## src/rtl/riscv_pkg.sv

```systemverilog
// -----------------------------------------------------------------------------
// riscv_pkg
// Shared types and constants for the instruction-fetch stage.
//   NOP_INSTR        : canonical RISC-V NOP (addi x0, x0, 0), used for bubbles
//   DEFAULT_RESET_PC : default PC loaded on reset
//   fetch_state_t    : fetch FSM states
//   if_id_t          : payload carried by the skid buffer and IF/ID register
// -----------------------------------------------------------------------------
package riscv_pkg;

  localparam logic [31:0] NOP_INSTR        = 32'h0000_0013;
  localparam logic [31:0] DEFAULT_RESET_PC = 32'h0000_0000;

  typedef enum logic {
    FETCH = 1'b0,
    WAIT  = 1'b1
  } fetch_state_t;

  typedef struct packed {
    logic [31:0] instr;
    logic [31:0] pc;
    logic        misaligned;
  } if_id_t;

  // Sequential PC, wraps modulo 2^32.
  function automatic logic [31:0] pc_plus4(input logic [31:0] pc);
    return pc + 32'd4;
  endfunction

endpackage

```

## src/rtl/if_skid_buf.sv

```systemverilog
// -----------------------------------------------------------------------------
// if_skid_buf
// One-entry holding buffer for a fetched instruction that arrived while the
// IF/ID register was stalled.
//   clk, rst_n : clock, asynchronous active-low reset
//   flush_i    : discard contents (wins over push/pop)
//   push_i     : write data_i, buffer becomes full
//   pop_i      : release current entry (push in the same cycle refills it)
//   data_i     : entry to store
//   data_o     : stored entry
//   full_o     : buffer holds a valid entry
// -----------------------------------------------------------------------------
module if_skid_buf
  import riscv_pkg::*;
(
  input  logic   clk,
  input  logic   rst_n,
  input  logic   flush_i,
  input  logic   push_i,
  input  logic   pop_i,
  input  if_id_t data_i,
  output if_id_t data_o,
  output logic   full_o
);

  logic   full_q, full_d;
  if_id_t data_q, data_d;

  always_comb begin
    full_d = full_q;
    data_d = data_q;
    if (flush_i) begin
      full_d = 1'b0;
    end else begin
      if (pop_i) full_d = 1'b0;
      if (push_i) begin
        full_d = 1'b1;
        data_d = data_i;
      end
    end
  end

  always_ff @(posedge clk or negedge rst_n) begin
    if (!rst_n) begin
      full_q <= 1'b0;
      data_q <= '0;
    end else begin
      full_q <= full_d;
      data_q <= data_d;
    end
  end

  assign data_o = data_q;
  assign full_o = full_q;

endmodule

```

## src/rtl/if_stage.sv

```systemverilog
// -----------------------------------------------------------------------------
// if_stage
// Instruction fetch stage with IF/ID pipeline register. Owns the PC, issues
// one word fetch at a time to instruction memory and hands {instr, pc, pc+4}
// to decode. Redirects from execute flush buffered/in-flight fetches.
//   clk, rst_n      : clock, asynchronous active-low reset
//   imem_req_*      : fetch request channel (valid/ready, word address)
//   imem_rsp_*      : in-order fetch response (valid, instruction word)
//   redirect_*      : control-flow redirect from execute
//   id_valid/ready  : IF/ID handshake with decode
//   id_instr/pc/... : IF/ID payload; id_misaligned flags a misaligned target
// -----------------------------------------------------------------------------
module if_stage
  import riscv_pkg::*;
#(
  parameter logic [31:0] RESET_PC = DEFAULT_RESET_PC
) (
  input  logic        clk,
  input  logic        rst_n,
  output logic        imem_req_valid,
  input  logic        imem_req_ready,
  output logic [31:0] imem_req_addr,
  input  logic        imem_rsp_valid,
  input  logic [31:0] imem_rsp_data,
  input  logic        redirect_valid,
  input  logic [31:0] redirect_pc,
  output logic        id_valid,
  input  logic        id_ready,
  output logic [31:0] id_instr,
  output logic [31:0] id_pc,
  output logic [31:0] id_pc_plus4,
  output logic        id_misaligned
);

  fetch_state_t state_q, state_d;
  logic [31:0]  pc_q, pc_d;
  logic         drop_q, drop_d;
  logic         halt_q, halt_d;      // misaligned target: stop fetching
  logic         started_q;           // keeps requests low until first edge after reset
  logic         id_valid_q, id_valid_d;
  if_id_t       id_q, id_d;
  logic [31:0]  id_pc4_q, id_pc4_d;

  logic   skid_full, skid_push, skid_pop, skid_flush;
  if_id_t skid_data, rsp_entry;
  logic   req_fire, rsp_take, id_free, redirect_mis;

  assign req_fire     = imem_req_valid && imem_req_ready;
  assign rsp_take     = imem_rsp_valid && (state_q == WAIT) && !drop_q;
  assign id_free      = !id_valid_q || id_ready;
  assign redirect_mis = |redirect_pc[1:0];

  // Only one request is ever outstanding, so the returning word belongs to
  // the address just before the (already advanced) PC.
  always_comb begin
    rsp_entry            = '0;
    rsp_entry.instr      = imem_rsp_data;
    rsp_entry.pc         = pc_q - 32'd4;
    rsp_entry.misaligned = 1'b0;
  end

  // ---------------- FSM: state register ----------------
  always_ff @(posedge clk or negedge rst_n) begin
    if (!rst_n) state_q <= FETCH;
    else        state_q <= state_d;
  end

  // ---------------- FSM: next state ----------------
  always_comb begin
    state_d = state_q;
    case (state_q)
      FETCH:   if (req_fire) state_d = WAIT;
      WAIT:    if (imem_rsp_valid) state_d = FETCH;
      default: state_d = FETCH;
    endcase
    if (redirect_valid) state_d = FETCH;
  end

  // ---------------- FSM: outputs ----------------
  // Requests are held off while the skid is full (nowhere to land a
  // response), while a stale response is still owed (drop), and after a
  // misaligned redirect.
  always_comb begin
    imem_req_valid = 1'b0;
    imem_req_addr  = pc_q;
    if (state_q == FETCH)
      imem_req_valid = started_q && !skid_full && !drop_q && !halt_q;
  end

  // ---------------- PC, drop flag, IF/ID and skid control ----------------
  always_comb begin
    pc_d       = pc_q;
    drop_d     = drop_q;
    halt_d     = halt_q;
    id_valid_d = id_valid_q;
    id_d       = id_q;
    id_pc4_d   = id_pc4_q;
    skid_push  = 1'b0;
    skid_pop   = 1'b0;
    skid_flush = 1'b0;

    if (redirect_valid) begin
      skid_flush = 1'b1;
      pc_d       = {redirect_pc[31:2], 2'b00};
      // A fetch still owed by memory (or issued this very cycle) must be
      // swallowed; one returning right now is simply ignored.
      drop_d     = (((state_q == WAIT) || drop_q) && !imem_rsp_valid) || req_fire;
      halt_d     = redirect_mis;
      id_valid_d = redirect_mis;
      if (redirect_mis) begin
        id_d.instr      = NOP_INSTR;
        id_d.pc         = redirect_pc;
        id_d.misaligned = 1'b1;
        id_pc4_d        = pc_plus4(redirect_pc);
      end
    end else begin
      if (req_fire) pc_d = pc_plus4(pc_q);
      if (drop_q && imem_rsp_valid) drop_d = 1'b0;

      if (id_free) begin
        if (skid_full) begin
          // Older buffered entry goes first.
          skid_pop   = 1'b1;
          skid_push  = rsp_take;
          id_valid_d = 1'b1;
          id_d       = skid_data;
          id_pc4_d   = pc_plus4(skid_data.pc);
        end else if (rsp_take) begin
          id_valid_d = 1'b1;
          id_d       = rsp_entry;
          id_pc4_d   = pc_plus4(rsp_entry.pc);
        end else begin
          id_valid_d = 1'b0;
        end
      end else begin
        skid_push = rsp_take;
      end
    end
  end

  always_ff @(posedge clk or negedge rst_n) begin
    if (!rst_n) begin
      pc_q            <= RESET_PC;
      drop_q          <= 1'b0;
      halt_q          <= 1'b0;
      started_q       <= 1'b0;
      id_valid_q      <= 1'b0;
      id_q.instr      <= NOP_INSTR;
      id_q.pc         <= '0;
      id_q.misaligned <= 1'b0;
      id_pc4_q        <= '0;
    end else begin
      pc_q       <= pc_d;
      drop_q     <= drop_d;
      halt_q     <= halt_d;
      started_q  <= 1'b1;
      id_valid_q <= id_valid_d;
      id_q       <= id_d;
      id_pc4_q   <= id_pc4_d;
    end
  end

  if_skid_buf u_skid (
    .clk     (clk),
    .rst_n   (rst_n),
    .flush_i (skid_flush),
    .push_i  (skid_push),
    .pop_i   (skid_pop),
    .data_i  (rsp_entry),
    .data_o  (skid_data),
    .full_o  (skid_full)
  );

  // A bubble always presents a NOP with no misalignment flag.
  assign id_valid      = id_valid_q;
  assign id_instr      = id_valid_q ? id_q.instr : NOP_INSTR;
  assign id_pc         = id_q.pc;
  assign id_pc_plus4   = id_pc4_q;
  assign id_misaligned = id_valid_q && id_q.misaligned;

endmodule

```

## config.mk

```make
export PLATFORM = sky130hd
export DESIGN_NAME = if_stage
export DESIGN_NICKNAME = d
export VERILOG_FILES = /design/src/rtl/riscv_pkg.sv /design/src/rtl/if_skid_buf.sv /design/src/rtl/if_stage.sv
export SDC_FILE = /design/constraint.sdc
export NUM_CORES = 1
export LEC_CHECK = 0
export CORE_MARGIN = 2
export CORE_UTILIZATION = 50
export DETAILED_ROUTE_END_ITERATION = 16
export GPL_TIMING_DRIVEN = 0
export PLACE_DENSITY = 0.89
export SETUP_SLACK_MARGIN = 0.2
export SYNTH_ARGS = -nofsm -noshare
export SYNTH_HDL_FRONTEND = slang
export SYNTH_SLANG_ARGS = --single-unit
```

## constraint.sdc

```tcl
create_clock -name clk -period 6.5 [get_ports clk]
set_input_delay 1.95 -clock clk [delete_from_list [all_inputs] [get_ports clk]]
set_output_delay 1.95 -clock clk [all_outputs]
set_load 0.02 [all_outputs]
```

# Word level (Yosys, flattened, before mapping)
# Index checks and enable logic that the tools add are counted.
# op_classes
n_eq_ne,1
bitwise,2
add_sub_neg,5
reduce_logical,25
mux,34
# ops
operator,count
$mux 65,5
$mux 32,8
$add 32x3->32 const B,4
$sub 32x3->32 const B,1
$mux 1,20
$logic_and 1x1->1,9
$reduce_bool 2->1,3
$reduce_bool 3->1,2
$logic_not 1->1,5
$logic_or 1x1->1,3
$reduce_and 3->1,1
$ne 2x1->1 const B,1
$not 1->1,2
$pmux 1 s2,1
$reduce_and 2->1,1
$reduce_or 2->1,1
# totals
word_cells,80
inputBits,70
register_bits,199
out_inout_bits,131

# Logic depth before layout (Yosys ltp)
# logic_depth
depth_word,9
depth_mapped,12
depth_no_buf,11

# Modules after synthesis
# A second synthesis with hierarchy kept.
# unflattened
hier_cells,1143
hier_area_um2,11225.8
# by_module_without_submodules
module,cells_per_inst,seq_area_each_um2,n_inst,area_per_inst_um2
if_stage,1001,3256.9,1,8498.2
if_skid_buf,142,1651.6,1,2727.6

# Worst setup path after synthesis
# Ideal clock, no wire load.
# synth_timing
path_type,input to register
from,input port redirect_valid
to,register id_pc4_q[22] (netlist: id_pc_plus4[22])
setup_time_ps,126
t_required_ps,6374
t_arrival_ps,4393
slack_ps,1981
n_path_buf,2
cell_stages,11
cell_sequence,inv_1 > clkbuf_1 > nor2_1 > a21oi_1 > ha_1 > nand2_1 > or4_1 > or2_0 > buf_2 > or3_1 > a221o_1
# synth_via
elab_chain_cells,2
elab_cells_between_ends,5
classes_between,eq/ne (1); mux (1); reduce/logical (3)
# synth_lines
element,line,text
from (decl),if_stage.sv:25,"input logic redirect_valid,"
"$ne 2x1->1 (no line), or another cell as far along",n/a,
$reduce_and 3->1 (no line),n/a,
to (signal assigned),if_stage.sv:159,id_pc4_q <= id_pc4_d;
to (decl),if_stage.sv:42,"logic [31:0] id_pc4_q, id_pc4_d;"
# Several ways; a longest one is shown, not always the timed one.
# A chain may end at the register's enable or synchronous reset.

# Worst setup path in the final report
# Same ends and word-level chain as after synthesis.

==> summary.md <==
| Metric | Value |
|---|---|
| CP delay by family, top | `buffers and inverters` |
| Hold WC Path Type | `reg2reg` |
| Worst VDD drop | `0.189 mV` |
| Worst R2R Path Depth | `12` |
| Number of global-route vias before repair | `9389` |
| Total Wirelength | `32500 um` |
| Worst endpoint data arrival time | `5.86 ns` |
| Reg2reg start | `imem_req_addr[2]` |
| Max Root-Sink Buffers | `2` |
| CTS HTree Levels | `4` |
| Synth Area per Inst | `9.24 um2` |
| Gpl congestion | `0.961` |
| Reg area | `4830 um2` |
| Final setup viols | `0` |
| Endpoint class of the critical path | `flip-flop` |
| Synth cell types | `71` |
| Synth top area share | `0.454` |
| Synthesized instance count | `1133` |
| Status | `complete, no violations` |
| First-pass GRT wire length | `50000 um` |
| Die W | `149 um` |
| IO Pins | `201` |
| Worst-path clk slew | `0.07 ns` |
| Vias | `9667` |
| Bufs and invs on worst path | `4` |
| Area Growth Syn to Fin | `27.9%` |
| Max-slew headroom | `0.286` |
| Number of synthesized flops with an enable pin | `0` |
| Clock root buffer | `clkbuf_16` |
| Final hold violation count | `0` |
| Area occupied by multi-input gates | `4950 um2` |
| Slowest cell on the critical path | `or4_1` |
| Port Buf Inserts | `198` |
| Crit start category | `primary input` |
| Hold Startpoint | `id_q[58]` |
| Antenna-violating nets left | `0` |
| Die ar. | `22100 um2` |
| Max-slew violation count | `0` |
| FMAX | `181 MHz` |
| Reg2reg end | `id_pc_plus4[27]` |
| Commonest non-fill, non-tap cell in the layout | `clkdlybuf4s50_1` |
| Final min period | `5.54 ns` |
| Crit-path max FO | `10` |
| Post-CTS Hold Fix Bufs | `0` |
| Gr usage total | `0.292` |
| Grt ovf | `0` |
| Pwr/cell area | `246 nW/um2` |
| Max-cap violation count | `0` |
| Starting Density | `0.514` |
| #FFs+latches synth | `193` |
| Largest area contributor in the netlist | `dfrtp_1` |
| Clk_skew | `0.00997 ns` |
| Hold path cells | `2` |
| Drt pass-1 iters | `6` |
| Cts bufs inserted | `17` |
| Worst slew pin tran | `1.06 ns` |
| Sequential area share after synthesis | `0.462` |
| Pre-CTS setup slack | `0.647 ns` |
| Iteration-0 DRC Markers | `1017` |
| Via density | `5.91` |
| Gates resized, CTS repair | `0` |
| Initial antenna violation count | `0` |
| Hold Path Sink | `id_q[58]` |
| # rows | `52` |
| Die height | `149 um` |
| Largest net degree at the start of global routing | `110` |
| WP data required | `6.83 ns` |
| WHS | `0.470 ns` |
| Fraction of registers with async set/reset | `1.00` |
| Layout cell share with drive strength beyond 1 | `0.0989` |
| Most frequent cells in the layout | `197 x clkdlybuf4s50_1, 190 x dfrtp_1, 172 x nand2_1` |
| Slowest stage delay, CP | `0.66 ns` |
| Setup Buffers After CTS | `0` |
| Slack of the critical path | `0.964 ns` |
| Synth area leaders | `dfrtp_1 45%, nand2_1 6.2%, o21ai_0 3.9%` |
| Residual DRC | `0` |
| Total power draw | `3.30 mW` |
| Nets@finish | `1425` |
| Final core utilization | `0.657` |
| Clk sinks | `193` |
| Period Utilization, post-route | `0.852` |
| Syn Std Cell Area | `10500 um2` |
| WL per Instance | `19.9 um` |
| Register-to-Register Setup Slack | `2.21 ns` |
| Core Box Area | `20400 um2` |
| CP Class | `in2reg` |
| DP Area | `12800 um2` |
| Fin area | `13400 um2` |
| Leak pwr | `5.48 nW` |
| Clk Latency, worst-skew pair | `0.45 ns` |
| CTS tree | `yes` |
| Layout fillers | `1601` |
| Crit path cell chain | `clkdlybuf4s50_1 -> clkbuf_1 -> clkbuf_1 -> nand2_1 -> nand2_1 -> o211ai_1 -> or4_1 -> or2_0 -> buf_2 -> or3_1 -> a221o_1` |
| Ant diodes | `0` |
| Hpwl dp | `24000 um` |
| Most common flop cell mapped by yosys | `dfrtp_1` |
| RSZ-0062 raised after global routing | `no` |
| Yosys warnings | `0` |
==> state kept, by name, summed over array words and instances (netlist names) <==
signal,cells
id_q,33
id_valid,1
u_skid.data_o,62
halt_q,1
id_pc,32
u_skid.full_o,1
started_q,1
drop_q,1
id_pc_plus4,30
imem_req_addr,30
state_q,1
==> metal layers <==
layer | track usage | wire length (um) | up-vias
li1 | - | - | 4336
met1 | 0.386 | 13000 | 4682
met2 | 0.471 | 15300 | 550
met3 | 0.0613 | 3120 | 99
met4 | 0.123 | 1180 | 0
met5 | 0 | 0 | -
==> where the power goes <==
part	internal (mW)	total (mW)	switching, mW	leakage [nW]
logic	0.377	0.828	0.451	2.76
clock network	0.550	1.03	0.475	0.266
registers	1.34	1.44	0.106	2.45
total	2.26	3.30	1.03	5.48
==> worst min-delay path: cells and delay by family, from the launching register on <==
| family | cells | cell delay [ns] |
|---|---|---|
| AND/OR/NAND/NOR | 1 | 0.05 |
| flip-flops | 1 | 0.34 |
| AO/OA/AOI/OAI | 1 | 0.05 |
==> cells in the mapped netlist (12+ instances only) <==
cell,n
o31ai_1,39
dfrtp_1,190
nand2_1,172
mux2_2,35
o21ai_0,81
nor3_1,23
clkbuf_1,72
a31oi_1,12
a21oi_1,38
and2_1,38
nor4_1,18
nor2_1,83
nand3_1,13
xor2_1,19
xnor2_1,40
buf_4,36
inv_1,15
mux2i_1,36
==> through the flow <==
stage,cells,TNS (ns)
after floorplan,1134,0
after global placement,1602,-833.36
after detailed placement,1603,0
after CTS,1635,0
after global routing,1635,0
final,1635,0
==> worst max-delay path by stage <==
stage                    from  depth (start not counted)  slack (ns)              end
3_5_place_dp   redirect_valid                         11        0.65  id_pc_plus4[22]
5_1_grt        redirect_valid                         11        0.80  id_pc_plus4[22]
2_1_floorplan  redirect_valid                         11        1.98  id_pc_plus4[22]
4_1_cts        redirect_valid                         11        1.11  id_pc_plus4[22]
6_report       redirect_valid                         11        0.96  id_pc_plus4[22]
3_3_place_gp            rst_n                          1       -4.38         id_q[36]
==> logic make-up (layout without fill, tap and decap cells) <==
kind of cell,after synthesis,after routing,share of synthesized area
other,2,3,0.000718
adder cells (fa/ha/maj),3,3,0.00359
flip-flops,193,193,0.462
AND/OR/NAND/NOR,429,429,0.200
XOR/XNOR,59,59,0.0494
AO/OA/AOI/OAI,237,237,0.146
buffers and inverters,139,370,0.0656
multiplexers,71,71,0.0721
==> area by class of cell <==
type / instances / share of cell area
Buffer: 124 / 0.0471
Clock buffer: 21 / 0.0344
Clock inverter: 11 / 0.00785
Inverter: 15 / 0.00421
Multi-Input combinational cell: 802 / 0.370
Sequential cell: 193 / 0.361
Tap cell: 270 / 0.0252
Timing Repair Buffer: 199 / 0.150
No activity file was read; power rests on OpenSTA's default activity.
